**src/rtl/alu_pkg.sv**
```systemverilog
// Shared opcode and FSM state types for the pipelined execute ALU.
package alu_pkg;

  typedef enum logic [2:0] {
    OP_ADD = 3'b000,
    OP_SUB = 3'b001,
    OP_MUL = 3'b010,
    OP_OR  = 3'b011,
    OP_XOR = 3'b100,
    OP_AND = 3'b101,
    OP_SLT = 3'b110,
    OP_RSV = 3'b111
  } op_t;

  typedef enum logic {
    ST_IDLE     = 1'b0,
    ST_MUL_BUSY = 1'b1
  } state_t;

endpackage

```
**src/rtl/alu_mul_seq.sv**
```systemverilog
// Iterative shift-add multiplier: start captures a/b, done pulses WIDTH cycles later
// with product valid combinationally in that same cycle; no backpressure (caller owns flow control).
module alu_mul_seq
  import alu_pkg::*;
#(
  parameter int WIDTH = 32,
  parameter int CNT_W = $clog2(WIDTH) + 1
) (
  input  logic             clk,
  input  logic             rst_n,
  input  logic             start,
  input  logic [WIDTH-1:0] a,
  input  logic [WIDTH-1:0] b,
  output logic             done,
  output logic [WIDTH-1:0] product
);

  logic             running;
  logic [CNT_W-1:0] cnt;
  logic [WIDTH-1:0] mcand;
  logic [WIDTH-1:0] mplier;
  logic [WIDTH-1:0] acc;
  logic [WIDTH-1:0] acc_next;

  // mcand is pre-shifted by cnt and mplier[0] is the original bit[cnt]
  always_comb begin
    acc_next = acc;
    if (mplier[0]) acc_next = acc + mcand;
  end

  assign done    = running && (cnt == CNT_W'(WIDTH - 1));
  assign product = acc_next;

  always_ff @(posedge clk or negedge rst_n) begin
    if (!rst_n) begin
      running <= 1'b0;
      cnt     <= '0;
      mcand   <= '0;
      mplier  <= '0;
      acc     <= '0;
    end else if (start) begin
      running <= 1'b1;
      cnt     <= '0;
      mcand   <= a;
      mplier  <= b;
      acc     <= '0;
    end else if (running) begin
      acc     <= acc_next;
      mcand   <= mcand << 1;
      mplier  <= mplier >> 1;
      cnt     <= cnt + CNT_W'(1);
      running <= !done;
    end
  end

endmodule

```
**src/rtl/alu_pipe.sv**
```systemverilog
// Handshaked EX-stage ALU: 1-cycle latency for logic/add ops, WIDTH cycles for MUL.
// A held result (out_valid && !out_ready) blocks new accepts; MUL blocks accepts until done.
module alu_pipe
  import alu_pkg::*;
#(
  parameter int WIDTH = 32,
  parameter int CNT_W = $clog2(WIDTH) + 1
) (
  input  logic             clk,
  input  logic             rst_n,
  input  logic             in_valid,
  output logic             in_ready,
  input  logic [2:0]       op,
  input  logic             src_imm,
  input  logic [WIDTH-1:0] in_a,
  input  logic [WIDTH-1:0] in_b,
  input  logic [WIDTH-1:0] imm,
  output logic             out_valid,
  input  logic             out_ready,
  output logic [WIDTH-1:0] result,
  output logic             zero_flag,
  output logic             ne_flag,
  output logic             even_flag,
  output logic             busy
);

  state_t           state, state_n;
  op_t              opc;
  logic [WIDTH-1:0] b_opnd;
  logic [WIDTH-1:0] alu_res;
  logic [WIDTH-1:0] ld_val;
  logic [WIDTH-1:0] mul_prod;
  logic             accept;
  logic             ld;
  logic             ov_n;
  logic             mul_start;
  logic             mul_done;

  assign opc      = op_t'(op);
  assign b_opnd   = src_imm ? imm : in_b;
  assign in_ready = (state == ST_IDLE) && (!out_valid || out_ready);
  assign accept   = in_valid && in_ready;
  assign busy     = (state == ST_MUL_BUSY);
  assign ne_flag  = ~zero_flag;

  always_comb begin
    alu_res = '0;
    case (opc)
      OP_ADD:  alu_res = in_a + b_opnd;
      OP_SUB:  alu_res = b_opnd - in_a;
      OP_OR:   alu_res = in_a | b_opnd;
      OP_XOR:  alu_res = in_a ^ b_opnd;
      OP_AND:  alu_res = in_a & b_opnd;
      OP_SLT:  alu_res = {{(WIDTH-1){1'b0}}, ($signed(in_a) < $signed(b_opnd))};
      default: alu_res = '0;
    endcase
  end

  alu_mul_seq #(.WIDTH(WIDTH), .CNT_W(CNT_W)) u_mul (
    .clk     (clk),
    .rst_n   (rst_n),
    .start   (mul_start),
    .a       (in_a),
    .b       (b_opnd),
    .done    (mul_done),
    .product (mul_prod)
  );

  always_ff @(posedge clk or negedge rst_n) begin
    if (!rst_n) state <= ST_IDLE;
    else        state <= state_n;
  end

  // A consumed result drops out_valid unless a new one loads on the same edge
  always_comb begin
    state_n   = state;
    ov_n      = out_valid && !out_ready;
    ld        = 1'b0;
    ld_val    = '0;
    mul_start = 1'b0;
    case (state)
      ST_IDLE: begin
        if (accept) begin
          if (opc == OP_MUL) begin
            state_n   = ST_MUL_BUSY;
            mul_start = 1'b1;
            ov_n      = 1'b0;
          end else begin
            ld     = 1'b1;
            ld_val = alu_res;
            ov_n   = 1'b1;
          end
        end
      end
      ST_MUL_BUSY: begin
        if (mul_done) begin
          state_n = ST_IDLE;
          ld      = 1'b1;
          ld_val  = mul_prod;
          ov_n    = 1'b1;
        end
      end
      default: state_n = ST_IDLE;
    endcase
  end

  // Flags come from ld_val so they move in the same edge as result
  always_ff @(posedge clk or negedge rst_n) begin
    if (!rst_n) begin
      out_valid <= 1'b0;
      result    <= '0;
      zero_flag <= 1'b1;
      even_flag <= 1'b1;
    end else begin
      out_valid <= ov_n;
      if (ld) begin
        result    <= ld_val;
        zero_flag <= (ld_val == '0);
        even_flag <= ~ld_val[0];
      end
    end
  end

endmodule

```
**config.mk**
```make
export PLATFORM = sky130hd
export DESIGN_NAME = alu_pipe
export DESIGN_NICKNAME = d
export VERILOG_FILES = /design/src/rtl/alu_pkg.sv /design/src/rtl/alu_mul_seq.sv /design/src/rtl/alu_pipe.sv
export SDC_FILE = /design/constraint.sdc
export NUM_CORES = 1
export LEC_CHECK = 0
export ABC_CLOCK_PERIOD_IN_PS = 6900
export CAP_MARGIN = 5
export CORE_MARGIN = 4
export CORE_UTILIZATION = 45
export CTS_CLUSTER_SIZE = 12
export DETAILED_ROUTE_END_ITERATION = 10
export PLACE_DENSITY = 0.63
export SETUP_SLACK_MARGIN = 0.2
export SYNTH_ARGS = -nofsm -noshare
export SYNTH_HDL_FRONTEND = slang
export SYNTH_SLANG_ARGS = --single-unit
```
**constraint.sdc**
```tcl
create_clock -name clk -period 6.9 [get_ports clk]
set_input_delay 1.38 -clock clk [delete_from_list [all_inputs] [get_ports clk]]
set_output_delay 1.38 -clock clk [all_outputs]
set_load 0.1 [all_outputs]
```
==> metrics.md <==
| Metric | Value |
|---|---|
| Status | `completed` |
| Final setup skew | `0.0144 ns` |
| Primary FF master, synth | `dfrtp_1` |
| Core area | `29700 um^2` |
| CP arrival | `6.55 ns` |
| RSZ-0062 raised after global routing | `no` |
| Clock Sinks | `139` |
| Busiest grt layer | `met1` |
| Sw Share | `50.0%` |
| Worst-Margin Slew | `1.01 ns` |
| Met3 GRT Util | `4.07%` |
| CP Class | `in -> reg` |
| Layout area overhead | `18.4%` |
| Clk Latency, worst-skew pair | `0.44 ns` |
| Min-delay worst type | `reg -> reg` |
| Int Power | `3.17 mW` |
| Share of power burned in registers | `23.9%` |
| Per-cell routed wire length | `21.0 um` |
| Die area | `33100 um^2` |
| Hold-fix buffers at CTS | `0` |
| Crit end category | `register` |
| DR vias/cell | `6.00` |
| Post-layout util | `54.2%` |
| Detail Placement HPWL | `35400 um` |
| NetSw | `3.17 mW` |
| Global-route wire length before repair | `70900 um` |
| Reg clk slew, reported paths | `0.07 ns` |
| Die height | `182 um` |
| Seq/Total Area, Yosys | `25.6%` |
| Setup tns final | `0 ns` |
| Routed Antenna Nets | `0` |
| Post-synthesis cell type count | `80` |
| Total Wirelength | `45500 um` |
| Deepest clock path buffer count | `2` |
| GR Layer Usage met1 | `42.5%` |
| Ant. Diodes | `0` |
| Ys async rst share | `100%` |
| Mean Syn Cell Area | `8.15 um^2` |
| CTS H-tree lvls | `4` |
| Fmax | `162 MHz` |
| 1st-pass router iterations | `6` |
| All-Layer GR Usage | `27.0%` |
| Seq cells post-synth | `139` |
| Post-CTS Setup Inserts | `0` |
| # port buffers | `141` |
| Io pins | `142` |
| Max Cap Viol | `0` |
| Pwr dens | `394 nW/um^2` |
| Grt total ovfl | `0` |
| TritonCTS Buffers | `17` |
| Clock power share | `17.7%` |
| Combinational share of power | `58.4%` |
| Number of synthesized flops with an enable pin | `0` |
| Synthesized cell area | `13600 um^2` |
| Peak VDD IR | `0.180 mV` |
| Layout cell share with drive strength beyond 1 | `4.99%` |
| CTS tree | `done` |
| Largest net degree at the start of global routing | `94` |
| Worst setup SP type | `primary input` |
| DRC violations left | `0` |
| CTS resizes | `0` |
| Final worst-path cycle share | `89.3%` |
| Lkg Pwr | `7.52 nW` |
| Number of failing hold endpoints at the final stage | `0` |
| Final setup violation count | `0` |
| Vias in the first global route | `12135` |
| CTS root buf | `clkbuf_16` |
| Max Transition Viols Final | `0` |
| Worst-path fanout max | `9` |
| Total number of vias | `13033` |
| Critical Path RT | `7.29 ns` |
| Layout net count | `2037` |
| Starting Density | `45.8%` |
| Post-synthesis cell count | `1669` |
| Row cnt | `63` |
| Syn Nets | `1937` |
| Minimum clock period | `6.16 ns` |
| GRT met2 Usage | `39.4%` |
| Initial antenna violation count | `0` |
| Die width | `182 um` |
| Slew margin rel. | `32.4%` |
| Starting DRT DRC Count | `1206` |
| Syn. warnings | `0` |
| Gp weighted congestion | `0.965` |
placed cells by master, fill, tap and decap left out, types with 13 or more instances in the layout:
master and n:
clkbuf_16 17, dfrtp_1 136, a22oi_1 13, nand2_1 145
nor3_1 16, nand4_1 19, a211oi_1 48, a31oi_1 15
a21o_1 34, buf_4 31, a21oi_1 186, inv_1 96
o211ai_1 17, o22ai_1 35, o21bai_1 13, xnor2_1 63
xor2_1 24, clkdlybuf4s50_1 138, nor2_1 154, mux2i_1 94
ha_1 162, o21a_1 20, o21ai_0 47, nor2b_1 42
nand3_1 27
layout make-up:
type                       instances  area (um^2)
fill                            2794        13600
inverter                          97          364
clock inverter                    13          259
timing repair buffer             172         1640
clock buffer                      19          433
multi-input combinational       1342         9430
tap                              390          488
sequential                       139         3480
metal layers:
metal	part of all wire, %	wire length, um
met1	48	21900
met2	42	19100
met3	9.0	4120
met4	0.98	447
met5	0	0
synth_stat cells, drive strengths merged, types with 7 or more instances:
| cell | number | area (um^2) |
|---|---|---|
| a21oi | 190 | 970 |
| ha | 162 | 2030 |
| nor2 | 155 | 582 |
| nand2 | 147 | 554 |
| dfrtp | 137 | 3430 |
| inv | 97 | 364 |
| mux2i | 94 | 941 |
| clkbuf | 73 | 274 |
| xnor2 | 63 | 552 |
| o21ai | 53 | 269 |
| a211oi | 48 | 360 |
| nor2b | 42 | 263 |
| o22ai | 35 | 219 |
| a21o | 34 | 255 |
| nand3 | 27 | 135 |
| xor2 | 24 | 210 |
| o21a | 20 | 150 |
| nand4 | 19 | 119 |
| buf | 18 | 87.6 |
| nor3 | 17 | 85.1 |
| o211ai | 17 | 128 |
| a31oi | 15 | 93.8 |
| a22oi | 13 | 97.6 |
| o21bai | 13 | 97.6 |
| a22o | 10 | 87.6 |
| nand3b | 10 | 75.1 |
| a211o | 9 | 80.1 |
| and2 | 9 | 56.3 |
| or4 | 8 | 67.6 |
| and3 | 7 | 43.8 |
| o31ai | 7 | 52.6 |
cell families (layout without fill, tap and decap cells):
kind of cell / count (synthesis) / count (layout) / share of synthesized area [%]
compound gates: 515 / 515 / 24.4
xor+xnor: 87 / 87 / 5.60
fa+ha+maj: 164 / 164 / 15.2
buf+inv: 188 / 301 / 5.34
flops: 139 / 139 / 25.6
mux: 96 / 96 / 7.08
simple gates: 480 / 480 / 16.8
power groups by stage:
stage / Combinational (mW) / Clock, mW / Sequential, mW
floorplan: 2.08 / 0 / 2.10
global placement: 3.62 / 0 / 1.51
detailed placement: 3.64 / 0 / 1.52
CTS: 3.67 / 1.13 / 1.51
global route: 4.01 / 1.17 / 1.56
finish: 3.71 / 1.12 / 1.52
registers in the layout, summed over array words and instances, names as in the netlist:
name           flops
even_flag          1
result            32
u_mul.cnt          6
u_mul.mcand       32
busy               1
out_valid          1
u_mul.running      1
u_mul.acc         32
zero_flag          1
u_mul.mplier      32
path summary, 6_finish.rpt:
path	startpoint	to	slack, ns	cells after the start
hold / removal	result[8]	result[8]	0.47	2
setup reg to reg	u_mul.acc[0]	zero_flag	2.66	13
hold reg to reg	result[8]	result[8]	0.47	2
min in group asynchronous	rst_n	result[27]	1.03	1
setup / recovery	in_a[0]	zero_flag	0.74	22
max in group asynchronous	rst_n	u_mul.mplier[9]	4.73	2
worst max-delay path: stages:
cell and delay [ns]:
clkdlybuf4s50_1 0.45, inv_1 0.21, ha_1 0.24, nand3b_1 0.11, nand2b_1 0.17, nor4_1 0.19, buf_4 0.18, inv_1 0.04
o21ai_0 0.20, xnor2_1 0.10, ha_1 0.44, a21oi_1 0.24, o21a_1 0.26, nor4_1 0.06, o21ai_0 0.34, and3_1 0.22
nand3_1 0.08, a2111oi_0 0.49, nand4_1 0.17, or4_1 0.50, nor4_2 0.29, a22o_1 0.17
through the flow:
step	cells	cell area (um^2)	power, mW	setup slack [ns]	hold slack, ns
2_1_floorplan	1669	13600	4.18	0.761	0.482
3_3_place_gp	2140	15400	5.13	0.436	0.459
6_report	2172	16100	6.34	0.735	0.471
4_1_cts	2172	16100	6.30	0.835	0.480
5_1_grt	2172	16100	6.73	0.301	0.499
3_5_place_dp	2140	15400	5.16	0.393	0.464
Note: power is estimated with default switching activity, not from simulation.
